### src/rtl/spi_reg_pkg.sv
// -----------------------------------------------------------------------------
// spi_reg_pkg
// Shared definitions for the SPI register bank: decode FSM state encoding,
// address field positions of the upstream 6-bit address, the default
// commit/abort command address and the data bit that selects commit vs abort.
// -----------------------------------------------------------------------------
package spi_reg_pkg;

  // Two-state decode FSM: wait for a strobe, then spend one cycle acting on it.
  typedef enum logic {
    ST_IDLE   = 1'b0,
    ST_DECODE = 1'b1
  } state_t;

  // Upstream address layout: bit 5 flags a read, bits 4:0 are the register.
  localparam int READ_BIT = 5;
  localparam int ADDR_MSB = 4;

  // Command address that commits (data bit set) or aborts (data bit clear).
  localparam logic [4:0] DEFAULT_COMMIT_ADDR = 5'd31;

  // Data bit inspected on a command write: 1 = commit, 0 = abort.
  localparam int CMD_BIT = 0;

endpackage

### src/rtl/spi_strobe_sync.sv
// -----------------------------------------------------------------------------
// spi_strobe_sync
// Brings the SCK-domain write strobe into the system clock domain through a
// two-flop synchronizer and produces a single-cycle pulse on its rising edge.
//
// Ports:
//   i_clock        system clock
//   i_reset        asynchronous active-high reset
//   i_strobe       raw strobe from the SCK domain
//   o_strobe_rise  one-cycle pulse, high in the cycle after the second
//                  synchronizer stage first sees the strobe
// -----------------------------------------------------------------------------
module spi_strobe_sync (
  input  logic i_clock,
  input  logic i_reset,
  input  logic i_strobe,
  output logic o_strobe_rise
);

  logic r_sync1;
  logic r_sync2;
  logic r_sync3;

  always_ff @(posedge i_clock or posedge i_reset) begin
    if (i_reset) begin
      r_sync1 <= 1'b0;
      r_sync2 <= 1'b0;
      r_sync3 <= 1'b0;
    end else begin
      r_sync1 <= i_strobe;
      r_sync2 <= r_sync1;
      r_sync3 <= r_sync2;
    end
  end

  // Decoded purely from flops, so there is no combinational path from i_strobe.
  assign o_strobe_rise = r_sync2 & ~r_sync3;

endmodule

### src/rtl/spi_reg_bank.sv
// -----------------------------------------------------------------------------
// spi_reg_bank
// Double-buffered control register bank fed by an SPI serial-register slave.
// Each completed SPI write is synchronized into the system clock domain and
// decoded: register writes land in the shadow bank, a command write to
// COMMIT_ADDR either copies shadow -> active (commit) or active -> shadow
// (abort), reads are ignored, and anything else bumps a saturating counter.
//
// Ports:
//   i_clock          system clock (>= 4x SCK)
//   i_reset          asynchronous active-high reset
//   i_saddr          upstream address; bit 5 = read flag, bits 4:0 = register
//   i_sdata          upstream write data
//   i_sstrobe        upstream write strobe (SCK domain, one SCK period)
//   o_regs           active bank, register n at [n*WIDTH +: WIDTH]
//   o_shadow_rd      shadow bank, same packing, for SPI readback
//   o_wr_pulse       one-cycle pulse on bit n when shadow register n is written
//   o_commit_pulse   one-cycle pulse when shadow is copied to active
//   o_bad_addr_cnt   saturating count of writes to unmapped addresses
//   o_busy           high while the decode FSM is out of IDLE
// -----------------------------------------------------------------------------
module spi_reg_bank
  import spi_reg_pkg::*;
#(
  parameter int               WIDTH       = 8,
  parameter int               NUM_REGS    = 3,
  parameter logic [4:0]       COMMIT_ADDR = DEFAULT_COMMIT_ADDR,
  parameter logic [WIDTH-1:0] RESET_VALUE = '0
) (
  input  logic                      i_clock,
  input  logic                      i_reset,
  input  logic [5:0]                i_saddr,
  input  logic [WIDTH-1:0]          i_sdata,
  input  logic                      i_sstrobe,
  output logic [NUM_REGS*WIDTH-1:0] o_regs,
  output logic [NUM_REGS*WIDTH-1:0] o_shadow_rd,
  output logic [NUM_REGS-1:0]       o_wr_pulse,
  output logic                      o_commit_pulse,
  output logic [7:0]                o_bad_addr_cnt,
  output logic                      o_busy
);

  localparam logic [4:0] LP_NUM_REGS = 5'(NUM_REGS);

  logic             w_strobe_rise;
  state_t           r_state;
  logic             r_busy;
  logic [5:0]       r_cap_addr;
  logic [WIDTH-1:0] r_cap_data;
  logic             r_commit_pulse;
  logic [7:0]       r_bad_addr_cnt;

  logic       w_decode;
  logic       w_is_read;
  logic [4:0] w_addr;
  logic       w_is_cmd;
  logic       w_in_range;
  logic       w_commit;
  logic       w_abort;
  logic       w_wr_en;
  logic       w_bad;

  spi_strobe_sync u_sync (
    .i_clock       (i_clock),
    .i_reset       (i_reset),
    .i_strobe      (i_sstrobe),
    .o_strobe_rise (w_strobe_rise)
  );

  // Decode FSM. The address and data are captured only in the strobe_rise
  // cycle; a strobe_rise arriving during DECODE is dropped.
  always_ff @(posedge i_clock or posedge i_reset) begin
    if (i_reset) begin
      r_state    <= ST_IDLE;
      r_busy     <= 1'b0;
      r_cap_addr <= '0;
      r_cap_data <= '0;
    end else begin
      case (r_state)
        ST_IDLE: begin
          if (w_strobe_rise) begin
            r_cap_addr <= i_saddr;
            r_cap_data <= i_sdata;
            r_state    <= ST_DECODE;
            r_busy     <= 1'b1;
          end
        end
        ST_DECODE: begin
          r_state <= ST_IDLE;
          r_busy  <= 1'b0;
        end
        default: begin
          r_state <= ST_IDLE;
          r_busy  <= 1'b0;
        end
      endcase
    end
  end

  // Action selects, only meaningful in the DECODE cycle. Read commands take
  // priority and suppress every other action.
  assign w_decode   = (r_state == ST_DECODE);
  assign w_is_read  = r_cap_addr[READ_BIT];
  assign w_addr     = r_cap_addr[ADDR_MSB:0];
  assign w_is_cmd   = (w_addr == COMMIT_ADDR);
  assign w_in_range = (w_addr < LP_NUM_REGS);
  assign w_commit   = w_decode & ~w_is_read &  w_is_cmd &  r_cap_data[CMD_BIT];
  assign w_abort    = w_decode & ~w_is_read &  w_is_cmd & ~r_cap_data[CMD_BIT];
  assign w_wr_en    = w_decode & ~w_is_read & ~w_is_cmd &  w_in_range;
  assign w_bad      = w_decode & ~w_is_read & ~w_is_cmd & ~w_in_range;

  // One shadow/active pair per register. Commit and abort touch every
  // register on the same edge, which is what makes the transfer atomic.
  genvar gi;
  generate
    for (gi = 0; gi < NUM_REGS; gi++) begin : g_reg
      logic             w_sel;
      logic [WIDTH-1:0] r_shadow;
      logic [WIDTH-1:0] r_active;
      logic             r_wr_pulse;

      assign w_sel = w_wr_en & (w_addr == 5'(gi));

      always_ff @(posedge i_clock or posedge i_reset) begin
        if (i_reset) begin
          r_shadow   <= RESET_VALUE;
          r_active   <= RESET_VALUE;
          r_wr_pulse <= 1'b0;
        end else begin
          r_wr_pulse <= w_sel;
          if (w_sel) begin
            r_shadow <= r_cap_data;
          end else if (w_abort) begin
            r_shadow <= r_active;
          end
          if (w_commit) begin
            r_active <= r_shadow;
          end
        end
      end

      assign o_regs[gi*WIDTH +: WIDTH]      = r_active;
      assign o_shadow_rd[gi*WIDTH +: WIDTH] = r_shadow;
      assign o_wr_pulse[gi]                 = r_wr_pulse;
    end
  endgenerate

  always_ff @(posedge i_clock or posedge i_reset) begin
    if (i_reset) begin
      r_commit_pulse <= 1'b0;
      r_bad_addr_cnt <= 8'd0;
    end else begin
      r_commit_pulse <= w_commit;
      if (w_bad && (r_bad_addr_cnt != 8'hFF)) begin
        r_bad_addr_cnt <= r_bad_addr_cnt + 8'd1;
      end
    end
  end

  assign o_commit_pulse = r_commit_pulse;
  assign o_bad_addr_cnt = r_bad_addr_cnt;
  assign o_busy         = r_busy;

endmodule

### config.mk
export PLATFORM = sky130hd
export DESIGN_NAME = spi_reg_bank
export DESIGN_NICKNAME = d
export VERILOG_FILES = /design/src/rtl/spi_reg_pkg.sv /design/src/rtl/spi_strobe_sync.sv /design/src/rtl/spi_reg_bank.sv
export SDC_FILE = /design/constraint.sdc
export NUM_CORES = 1
export LEC_CHECK = 0
export BUFFER_PORTS_ARGS = -buffer_cell sky130_fd_sc_hd__buf_2
export CORE_ASPECT_RATIO = 0.7
export CORE_MARGIN = 2
export CORE_UTILIZATION = 57
export CTS_CLUSTER_DIAMETER = 80
export DETAILED_ROUTE_END_ITERATION = 8
export PLACE_DENSITY = 0.94
export REMOVE_ABC_BUFFERS = 1
export SLEW_MARGIN = 15
export SYNTH_ARGS = -nofsm -noshare
export SYNTH_HDL_FRONTEND = slang
export SYNTH_HIERARCHICAL = 1
export SYNTH_SLANG_ARGS = --single-unit
### constraint.sdc
create_clock -name i_clock -period 3.84 [get_ports i_clock]
set_input_delay 0.768 -clock i_clock [delete_from_list [all_inputs] [get_ports i_clock]]
set_output_delay 0.768 -clock i_clock [all_outputs]
set_load 0.005 [all_outputs]
After elaboration in Yosys (flattened, before gate mapping):

Cells that the tools add are included.
Widths: inputs -> output; s select.

* reduce and logical (&&, ||, !) cells: 6
* order comparisons: 1
* bitwise gates (word level): 17
* shift operators: 0
* div/mod/pow operators: 0
* mux-type cells: 10
* add/sub/neg operators: 1
* multiply operators: 0
* equality and inequality tests: 5

Operators by type and width (count)
* $mux 8: 6
* $and 1x1->1: 11
* $add 8x1->8 const B: 1
* $ne 8x8->1 const B: 1
* $not 1->1: 6
* $reduce_bool 2->1: 3
* $eq 5x1->1 const B: 1
* $eq 5x2->1 const B: 1
* $eq 5x5->1 const B: 1
* $logic_not 5->1: 1
* $lt 5x2->1 const B: 1
* $pmux 1 s2: 2
* $mux 1: 2
* $ne 2x1->1 const B: 1
* $reduce_and 2->1: 1
* $logic_and 1x1->1: 1

* input port bits: 17
* memories kept: 0
* bits in latches: 0
* memory bits (read-only): 0
* bits in writable memories: 0
* bits in registers: 79
* word-level logic and storage cells: 58

Longest topological paths before layout:

Gate-level depths: netlist of run 1.

* depth after elaboration: 6
* mapped depth: 6
* gate-level depth less buffers: 5

Modules after synthesis:

Netlist of run 1, hierarchy kept.

By module, submodules not included
* spi_reg_bank: times used 1, sequential area each 1901.8 µm², cells each 244, area an instance 3200.6 µm²
* spi_strobe_sync: times used 1, sequential area each 75.1 µm², cells each 5, area an instance 92.6 µm²

Worst setup path before layout of run 1:

No wires, ideal clock.

* path type: register to register
* from: register r_cap_addr[1]
* to: register g_reg[0].r_active[0]
* required time: 3715 ps
* setup slack: 2143 ps
* setup time: 125 ps
* cell stages (with the launch flop): 6
* arrival time: 1572 ps
* cell sequence: dfrtp_1 > nand4b_2 > or3_1 > buf_6 > buf_6 > mux2_4

* cells in the longest elaborated chain, start to end: 3

RTL lines
* start, declared: line spi_reg_bank.sv:48 `logic [5:0] r_cap_addr;`
* start signal, assigned: line spi_reg_bank.sv:82 `r_cap_addr <= i_saddr;`
* $eq 5x5->1: line spi_reg_bank.sv:105 `assign w_is_cmd = (w_addr == COMMIT_ADDR);`
* $and 1x1->1 (2 in a row): line spi_reg_bank.sv:107 `assign w_commit = w_decode & ~w_is_read & w_is_cmd & r_cap_data[CMD_BIT];`
* end signal, assigned: line spi_reg_bank.sv:137 `r_active <= r_shadow;`
* end, declared: line spi_reg_bank.sv:119 `logic [WIDTH-1:0] r_active;`

Every way passes these cells.
A chain may end at the register's enable or synchronous reset.

Worst setup path in the final report of run 1:

* from: register r_cap_addr[1]
* to: register g_reg[2].r_shadow[1]

* cells in the longest elaborated chain, start to end: 6
* elaborated cells on any way between the ends: 11
* classes of those cells: order compare: 1; eq/ne: 2; mux: 1; bitwise: 6; reduce/logical: 1

RTL lines
* branches (longest 6 deep; another with $lt 5x2->1)
* end signal, assigned: line spi_reg_bank.sv:132 `r_shadow <= r_cap_data;`
* end signal, assigned: line spi_reg_bank.sv:134 `r_shadow <= r_active;`
* end, declared: line spi_reg_bank.sv:118 `logic [WIDTH-1:0] r_shadow;`

Several ways; the timed one is not identified.

==> run metrics, run 1 <==
outcome completed; CP delay by family, top simple AND/OR/NAND/NOR gates; Die Ht 67.6 um; critical-path cell with the highest stage delay nor3_4; most frequent cell after synthesis dfrtp_1; register area share after synthesis 60.0%; VDD IR-drop max 0.000250 V; first-pass GRT wire length 11600 um; CTS tree done; Ports 78; Data required, critical path 4030 ps; via count 2284; CORE AREA 5640 sq um; vias in the first global route 2330; DRC 0; diode count 0; CP Capture Type register; clock skew 10.2 ps; ratio of cells with drive above 1 in the final layout 42.1%; Lkg Pwr roughly 0.0021 uW; min Tclk post-route approximately 2200 ps; fmax 453 MHz; DR pass1 iterations 4; worst skew pair latency 350 ps; DR vias/cell 5.57; Total Wirelength just over 7000 um; Async SR Flop Fraction 100%; worst hold slack 295 ps; Initial Util between 50% and 60%; die area around 6400 sq um; Chip Width 94.9 um; post-route setup TNS 0 ps; post-CTS setup buffer count 0; Max stage delay on crit path 740 ps; Post-synth top cells dfrtp_1 (79), nand2_1 (34), mux2_2 (19), mux2_4 (19), a22oi_1 (15); Sw Share 29.4%; top-area cell type share of the netlist area 60.0%; Post-synth EDFFs 0; clk slew on worst S/H paths 80 ps; DRT iter0 DRCs between 200 and 300; Post-DRT Antenna Nets 0; clock root buffer master clkbuf_8; Nets between 300 and 400; clock share of power 27.4%; clk buf depth 2; port bufs just under 80; CP Max Fanout 20; Synth area leader dfrtp_1; cell count after synthesis between 200 and 250; Synth Area per Inst 13.2 sq um; max_slew headroom 41.3%; Int Pwr approximately 1400 uW; Placer Congestion approximately 0.82; PnR worst setup slack 1630 ps; fillers 411; largest net degree at the start of global routing 53; Yosys reg bits 79; post-cts resize count 0; Net Sw Power slightly below 600 uW; Worst Hold Class input port to asynchronous set/reset pin; max-slew violation count 0; Hold Buf Count CTS 0; MaxCap Viol Count 0; main flop type after synthesis dfrtp_1; crit path kind register to register; Area contributors post-synth dfrtp_1 (60%), mux2_4 (8.7%), mux2_2 (6.5%); post-synthesis cell type count 35; startpoint types register; WP buf/inv 1; crit path DAT 2400 ps; unrepaired setup endpoints after global routing false; grt total ovfl 0; cell area after synthesis 3290 sq um; WL/cell 17.7 um; antenna violations before repair 0; crit-path cells nand4b_2, nor3_4, buf_4, mux2i_1, a21oi_1; Clock Sinks 79; post-detail-place hpwl 5040 um; DP Worst Slack 1670 ps; period utilisation layout 57.5%; synth warn 6; final setup fails 0; Logic pwr share 17.0%; TritonCTS Buffers 9; num rows 23; pwr dens around 510 nW/um^2; Least-Margin Pin Slew 880 ps; Flop pwr share ~56%; final-report hold violation count 0; htree depth 3; Area Growth Syn to Fin 18.4%; GRT Overall Usage 24.8%
[flip-flops by register name, indices dropped and copies added (netlist names)]
register and flops:
g.r_active 24, g.r_shadow 24, o_bad_addr_cnt 8, r_cap_data 8, r_cap_addr 6, g.r_wr_pulse 3, o_busy 1, o_commit_pulse 1
r_state 1, u_sync/r_sync1 1, u_sync/r_sync2 1, u_sync/r_sync3 1
[cell type report]
class / instances / area (sq um) / area share, %
clock buffers: 11 / 141 / 3.63
clock inverters: 5 / 31.3 / 0.802
inverters: 6 / 23.8 / 0.610
multi-input cells: 152 / 1210 / 31.0
flip-flops and latches: 79 / 1980 / 50.7
well taps: 75 / 93.8 / 2.41
repair buffers: 82 / 423 / 10.8
[layout by cell type (no fill, tap or decap), types with 2 or more instances in the layout]
master,instances
a21oi_1,9
a22oi_1,15
and2_1,2
and4_1,2
buf_2,77
buf_4,5
clkbuf_8,10
clkinv_2,4
dfrtp_1,79
inv_1,5
mux2_2,19
mux2_4,19
mux2i_1,8
nand2_1,34
nand2b_1,2
nand3_1,4
nand4_1,3
nor2_1,12
nor2b_1,2
nor3_1,2
or3_1,2
xnor2_1,5
[kinds of logic (layout without fill, tap and decap cells)]
kind of cell	after synthesis	after routing	share of synthesized area (%)
multiplexers	46	46	17.6
adder cells (fa/ha/maj)	1	1	0.380
XOR/XNOR	6	6	1.60
AND/OR/NAND/NOR	71	71	11.5
AO/OA/AOI/OAI	28	28	5.66
buffers and inverters	18	104	3.27
flip-flops	79	79	60.0
[power groups by stage]
stage / sequential (uW) / combinational (uW) / clock, uW
6_report: 1100 / 334 / 540
3_5_place_dp: 1110 / 337 / 0
2_1_floorplan: 1090 / 171 / 0
3_3_place_gp: 1100 / 316 / 0
4_1_cts: 1090 / 339 / 549
5_1_grt: 1120 / 378 / 587
[metrics by stage]
| step | power [uW] | instance area [sq um] | utilization, % | instances |
|---|---|---|---|---|
| after floorplan | 1260 | 3210 | - | 237 |
| after global placement | 1420 | 3730 | 66.1 | 394 |
| after detailed placement | 1440 | 3730 | 66.1 | 394 |
| after CTS | 1980 | 3900 | 69.1 | 410 |
| after global routing | 2080 | 3900 | 69.1 | 410 |
| final | 1970 | 3900 | 69.1 | 410 |
[per-layer routing]
layer	routed length, um	GRT usage (%)	up-vias
met5	0	0	-
met4	102	8.88	0
met3	518	8.59	11
met2	3510	39.1	99
met1	3140	32.4	1143
li1	-	-	1031
[final timing paths]
kind / from / endpoint / slack, ps / cells past startpoint
worst max register to register: r_cap_addr[1]$_DFFE_PP0P_ / g_reg[2].r_shadow[1]$_DFFE_PP0P_ / 1630 / 5
worst max-delay path: r_cap_addr[1]$_DFFE_PP0P_ / g_reg[2].r_shadow[1]$_DFFE_PP0P_ / 1630 / 5
worst min register to register: u_sync/r_sync1$_DFF_PP0_ / u_sync/r_sync2$_DFF_PP0_ / 360 / 0
max in group asynchronous: i_reset / g_reg[0].r_active[1]$_DFFE_PP0P_ / 2430 / 3
worst min-delay path: i_reset / u_sync/r_sync2$_DFF_PP0_ / 300 / 2
min in group i_clock: u_sync/r_sync1$_DFF_PP0_ / u_sync/r_sync2$_DFF_PP0_ / 360 / 0
[worst register-to-register path: stages (launching register included)]
cell and delay [ps]:
dfrtp_1 500, nand4b_2 200, nor3_4 740, buf_4 320, mux2i_1 200, a21oi_1 100
Power figures use the tool's default switching activity.
==> run 2: changes to the inputs <==
--- a/config.mk
+++ b/config.mk
@@ -8,10 +8,10 @@
 export BUFFER_PORTS_ARGS = -buffer_cell sky130_fd_sc_hd__buf_2
 export CORE_ASPECT_RATIO = 0.7
 export CORE_MARGIN = 2
-export CORE_UTILIZATION = 57
+export CORE_UTILIZATION = 48
 export CTS_CLUSTER_DIAMETER = 80
 export DETAILED_ROUTE_END_ITERATION = 8
-export PLACE_DENSITY = 0.94
+export PLACE_DENSITY = 0.85
 export REMOVE_ABC_BUFFERS = 1
 export SLEW_MARGIN = 15
 export SYNTH_ARGS = -nofsm -noshare
==> constraint.sdc (replaced) <==
create_clock -name i_clock -period 2 [get_ports i_clock]
set_input_delay 0.4 -clock i_clock [delete_from_list [all_inputs] [get_ports i_clock]]
set_output_delay 0.4 -clock i_clock [all_outputs]
set_load 0.005 [all_outputs]
==> run 2 against run 1 <==
Compared with the run above:
- utilization decreased by 8.9 points
- sequential power increased by 91%
- combinational power increased by 93%
- via count decreased by 2.0%
- count of clock-buffer cells in the layout increased by 2
- non-clock buffer count increased by 3
- power increased by 100%
- final area increased by 3.5%
- hold slack got worse by 150 ps
- register-to-register slack got worse by 1400 ps
- setup slack got worse by 1400 ps
- critical endpoint is now o_bad_addr_cnt[1]$_DFFE_PP0P_
- largest power group unchanged
==> run metrics, run 2 (synthesis gave the netlist of run 1 again) <==
outcome completed; CORE AREA 6690 sq um (+19%); Die Ht 73.3 um (+8.4%); worst skew pair latency 350 ps (about the same); non-filler instance count after layout 432 (+5.4%); num rows 25 (+8.7%); Post-DRT Antenna Nets 0 (unchanged); fmax 553 MHz (+22%); Lkg Pwr 0.00217 uW (+2.4%); final-report hold violation count 0 (unchanged); htree depth 3 (unchanged); post-CTS setup buffer count 0 (unchanged); DR pass1 iterations 4 (unchanged); commonest non-fill, non-tap cell in the layout dfrtp_1; pwr dens 984 nW/um^2 (+95%); CTS tree done; Int Pwr 2870 uW (+110%); crit path kind register to register; diode count 0 (unchanged); final setup fails 0 (unchanged); DRT iter0 DRCs 103 (-61%); Placer Congestion 0.760 (-6.8%); clock root buffer master clkbuf_8; Nets 351 (+0.86%); grt total ovfl 0 (unchanged); Logic pwr share 16.2% (-0.8 points); crit-path cells nand2b_1, nand3b_1, a21oi_1, mux2_2; post-route setup TNS 0 ps (unchanged); Sw Share 27.6% (-1.8 points); max-slew violation count 0 (unchanged); Max stage delay on crit path 420 ps (-320 ps); period utilisation layout 90.3% (+33 points); WL/cell 16.1 um (-9.2%); Total Wirelength 6960 um (-4.4%); Area Growth Syn to Fin 22.5%; DR vias/cell 5.18 (-7.0%); clk buf depth 2 (unchanged); ratio of cells with drive above 1 in the final layout 42.3% (+0.22 points); first-pass GRT wire length 11100 um (-4.1%); via count 2238 (-2.0%); critical-path cell with the highest stage delay a21oi_1; dpl cells 415 (+5.3%); clk slew on worst S/H paths 80 ps (about the same); CP Capture Type register; largest net degree at the start of global routing 77 (+45%); startpoint types register; unrepaired setup endpoints after global routing false; die area 7550 sq um (+18%); Worst Hold Class input port to register; post-detail-place hpwl 4810 um (-4.6%); Ports 78 (unchanged); max_slew headroom 55.2% (+14 points); MaxCap Viol Count 0 (unchanged); Chip Width 103 um (+8.6%); most frequent cells in the layout dfrtp_1 (79), buf_2 (77), nand2_1 (34); antenna violations before repair 0 (unchanged); post-cts resize count 0 (unchanged); Hold Buf Count CTS 1 (+1); clock skew 5.10 ps (-5.07 ps); GRT Overall Usage 19.8% (-5.0 points); WP buf/inv 0 (-1); DP Area 3810 sq um (+2.4%); Least-Margin Pin Slew 670 ps (-210 ps); Data required, critical path 2240 ps (-1790 ps); DRC 0 (unchanged); biggest registers after layout g.r_active: 24 flops, g.r_shadow: 24 flops; Net Sw Power 1100 uW (+89%); CP Max Fanout 5 (-75%); CP delay by family, top simple AND/OR/NAND/NOR gates; Clock Sinks 79 (unchanged); port bufs 77 (unchanged); crit path DAT 2040 ps (-360 ps); post-route core utilization 60.3% (-8.9 points); TritonCTS Buffers 9 (unchanged); design area 4030 sq um (+3.5%); vias in the first global route 2170 (-6.9%); min Tclk post-route 1810 ps (-401 ps); Initial Util 49.2% (-9.2 points); clock share of power 30.8% (+3.4 points); VDD IR-drop max 0.000429 V (+72%); Flop pwr share 53.0% (-2.7 points)
==> run 2: cell count changes in the layout (fill, tap and decap cells not counted) <==
cell / before / now
buf_12: 0 / 4
buf_4: 5 / 3
bufinv_16: 0 / 1
clkbuf_8: 10 / 12
clkinv_2: 4 / 3
clkinvlp_4: 1 / 0
dlygate4sd3_1: 0 / 1
inv_6: 1 / 0
==> run 2: final timing paths <==
check	end	slack, ps	start	cells past startpoint
min in group asynchronous	u_sync/r_sync1$_DFF_PP0_	460	i_reset	3
max reg2reg	o_bad_addr_cnt[1]$_DFFE_PP0P_	190	r_cap_addr[5]$_DFFE_PP0P_	4
min	u_sync/r_sync1$_DFF_PP0_	150	i_sstrobe	1
max	o_bad_addr_cnt[1]$_DFFE_PP0P_	190	r_cap_addr[5]$_DFFE_PP0P_	4
max in group asynchronous	o_bad_addr_cnt[6]$_DFFE_PP0P_	1010	i_reset	4
min reg2reg	u_sync/r_sync2$_DFF_PP0_	350	u_sync/r_sync1$_DFF_PP0_	0
==> run 2: layout make-up <==
| cell class | count | area (sq um) |
|---|---|---|
| fillers | 584 | 2660 |
| flip-flops and latches | 79 | 1980 |
| repair buffers | 85 | 498 |
| clock buffers | 13 | 169 |
| multi-input cells | 152 | 1210 |
| well taps | 94 | 118 |
| clock inverters | 3 | 40.0 |
| inverters | 6 | 23.8 |
==> run 2: worst register-to-register path, delay by kind of cell (launching register included) <==
family | cells | cell delay [ps]
flip-flops | 1 | 400
AND/OR/NAND/NOR | 2 | 490
multiplexers | 1 | 390
AO/OA/AOI/OAI | 1 | 420
==> run 2: power by group through the flow <==
stage          clock (uW)  combinational [uW]  sequential (uW)
6_report             1220                 645             2100
5_1_grt              1310                 729             2140
4_1_cts              1240                 659             2100
3_5_place_dp            0                 656             2130
3_3_place_gp            0                 621             2110
2_1_floorplan           0                 329             2090
==> run 2: layer usage <==
metal | vias up | track usage [%] | part of all wire (%)
li1 | 1048 | - | -
met1 | 1114 | 27.1 | 46
met2 | 64 | 30.7 | 47
met3 | 12 | 5.71 | 5.7
met4 | 0 | 6.43 | 1.4
met5 | - | 0 | 0
==> run 2: stage by stage <==
stage                     hold slack [ps]  setup WS, ps  power (uW)
final                                 150           193        3970
after global routing                  130          30.1        4180
after CTS                             137           170        4000
after detailed placement              290           201        2790
after global placement                284           267        2730
after floorplan                       154          -338        2420
==> run 3: changes to the inputs <==
--- a/config.mk
+++ b/config.mk
@@ -6,11 +6,14 @@
 export NUM_CORES = 1
 export LEC_CHECK = 0
 export BUFFER_PORTS_ARGS = -buffer_cell sky130_fd_sc_hd__buf_2
+export CELL_PAD_IN_SITES_DETAIL_PLACEMENT = 1
+export CELL_PAD_IN_SITES_GLOBAL_PLACEMENT = 1
 export CORE_ASPECT_RATIO = 0.7
 export CORE_MARGIN = 2
-export CORE_UTILIZATION = 48
+export CORE_UTILIZATION = 38
 export CTS_CLUSTER_DIAMETER = 80
 export DETAILED_ROUTE_END_ITERATION = 8
+export GPL_ROUTABILITY_DRIVEN = 0
 export PLACE_DENSITY = 0.85
 export REMOVE_ABC_BUFFERS = 1
 export SLEW_MARGIN = 15
==> run 3 against run 2 <==
Compared with the run above:
- fmax shrank 3.1%
- via count increased by 2.9%
- utilization decreased by 10 points
- sequential power barely moved
- first-iteration DRC count up 37%
- clock skew decreased by 0.56 ps
- clock power grew 57%
- sequential cell count did not move
- register-to-register slack lost 60 ps
- hold slack improved by 22 ps
- critical endpoint is now g_reg[2].r_shadow[6]$_DFFE_PP0P_
- highest routed layer unchanged
==> run metrics, run 3 (synthesis gave the netlist of run 1 again) <==
post-detail-place hpwl 5720 um (+19%); CORE AREA 8440 sq um (+26%); Area Growth Syn to Fin 28.8%; period utilisation layout 93.2% (+2.9 points); min Tclk post-route 1860 ps (+57.8 ps); Crit. Startpoint r_cap_addr[2]$_DFFE_PP0P_; fmax 536 MHz (-3.1%); VDD IR-drop max 0.000485 V (+13%); clock root buffer master clkbuf_16; Clock Sinks 79 (unchanged); clk slew on worst S/H paths 60 ps (-20 ps); worst hold slack 172 ps (+22.1 ps); Initial Util 39.0% (-10 points); largest net degree at the start of global routing 77 (unchanged); post-CTS setup buffer count 0 (unchanged); die area 9440 sq um (+25%); TritonCTS Buffers 9 (unchanged); crit-path cells or3_1, nor3_1, nand2_1, buf_4, nor2_1, a21oi_1; crit path DAT 2080 ps (+40 ps); CTS tree done; crit path kind register to register; ratio of cells with drive above 1 in the final layout 43.6% (+1.3 points); Least-Margin Pin Slew 721 ps (+51.3 ps); biggest registers after layout g.r_active: 24 flops, g.r_shadow: 24 flops; MaxCap Viol Count 0 (unchanged); grt total ovfl 0 (unchanged); most frequent cells in the layout dfrtp_1 (79), buf_2 (77), nand2_1 (34); worst skew pair latency 330 ps (-20 ps); outcome completed; clk buf depth 2 (unchanged); CP Max Fanout 6 (+1); port bufs 77 (unchanged); Worst Setup EP g_reg[2].r_shadow[6]$_DFFE_PP0P_; Multi-input gate area 1220 sq um (+0.93%); pwr dens 1110 nW/um^2 (+12%); dpl cells 445 (+7.2%); diode count 0 (unchanged); post-route core utilization 50.2% (-10 points); Ports 78 (unchanged); WL/cell 17.8 um (+10%); clock skew 4.53 ps (-0.562 ps); WHS Path Cells 1 (unchanged); critical-path cell with the highest stage delay or3_1; startpoint types register; Worst Hold Class input port to register; vias in the first global route 2555 (+18%); Post-DRT Antenna Nets 0 (unchanged); CP Capture Type register; antenna violations before repair 0 (unchanged); first-pass GRT wire length 13600 um (+22%); DRC 0 (unchanged); non-filler instance count after layout 462 (+6.9%); fillers 888 (+52%); commonest non-fill, non-tap cell in the layout dfrtp_1; Die Ht 81.9 um (+12%); DRT iter0 DRCs 141 (+37%); Total Wirelength 8220 um (+18%); htree depth 3 (unchanged); num rows 28 (+12%); FF-to-FF path depth 6 (+2); post-route setup TNS 0 ps (unchanged); Nets 355 (+1.1%); max_slew headroom 51.7% (-3.4 points); GRT Overall Usage 19.3% (-0.51 points); DR vias/cell 4.98 (-3.8%); Reg area 1980 sq um (unchanged); Max stage delay on crit path 500 ps (+80 ps); total power 4690 uW (+18%); max-slew violation count 0 (unchanged); unrepaired setup endpoints after global routing false; worst r2r dst g_reg[2].r_shadow[6]$_DFFE_PP0P_; Chip Width 115 um (+12%); Data required, critical path 2210 ps (-30 ps); via count 2302 (+2.9%); worst r2r src r_cap_addr[2]$_DFFE_PP0P_; Reg2Reg Setup Slack 140 ps (-60 ps); Lkg Pwr 0.00225 uW (+4.0%); DR pass1 iterations 4 (unchanged); final setup fails 0 (unchanged); final-report hold violation count 0 (unchanged)
==> run 3: area by class of cell <==
class | count | share of cell area, %
repair buffers | 89 | 12.2
flip-flops and latches | 79 | 46.6
inverters | 6 | 0.561
multi-input cells | 152 | 28.8
clock buffers | 10 | 5.64
well taps | 120 | 3.54
clock inverters | 6 | 2.71
==> run 3: report_power, final <==
| part | internal [uW] | switching, uW |
|---|---|---|
| combinational | 345 | 316 |
| clock | 1260 | 655 |
| sequential | 1850 | 261 |
| total | 3460 | 1230 |
==> run 3: repair_timing <==
item / in CTS / in global routing
endpoints found under the setup margin: 0 / 7
gates resized for setup: 0 / 1
hold buffers: 1 / 0
hold endpoints to repair: 3 / 0
==> run 3: metal layers <==
| metal | wire length (um) | GRT usage (%) |
|---|---|---|
| met1 | 3810 | 25.5 |
| met2 | 3930 | 31.9 |
| met3 | 424 | 5.31 |
| met4 | 59 | 4.70 |
| met5 | 0 | 0 |
==> run 3: how the worst min path moves through the flow <==
stage | slack, ps | to | from
3_5_place_dp | 290 | u_sync/r_sync1$_DFF_PP0_ | i_reset
4_1_cts | 160 | u_sync/r_sync1$_DFF_PP0_ | i_sstrobe
5_1_grt | 170 | u_sync/r_sync1$_DFF_PP0_ | i_sstrobe
3_3_place_gp | 290 | u_sync/r_sync1$_DFF_PP0_ | i_reset
2_1_floorplan | 150 | u_sync/r_sync1$_DFF_PP0_ | i_reset
6_report | 170 | u_sync/r_sync1$_DFF_PP0_ | i_sstrobe
==> run 3: critical path: cells and delay by family, from the launching register on <==
kind / cells / cell delay [ps]
compound gates: 1 / 50
simple gates: 4 / 1060
buf+inv: 1 / 230
flops: 1 / 390
==> run 3: stage by stage <==
| stage | worst slack [ps] | instance area [sq um] |
|---|---|---|
| after global placement | 237 | 3870 |
| final | 135 | 4240 |
| after CTS | 71.1 | 4230 |
| after global routing | 23.8 | 4240 |
| after floorplan | -338 | 3210 |
| after detailed placement | 109 | 3870 |
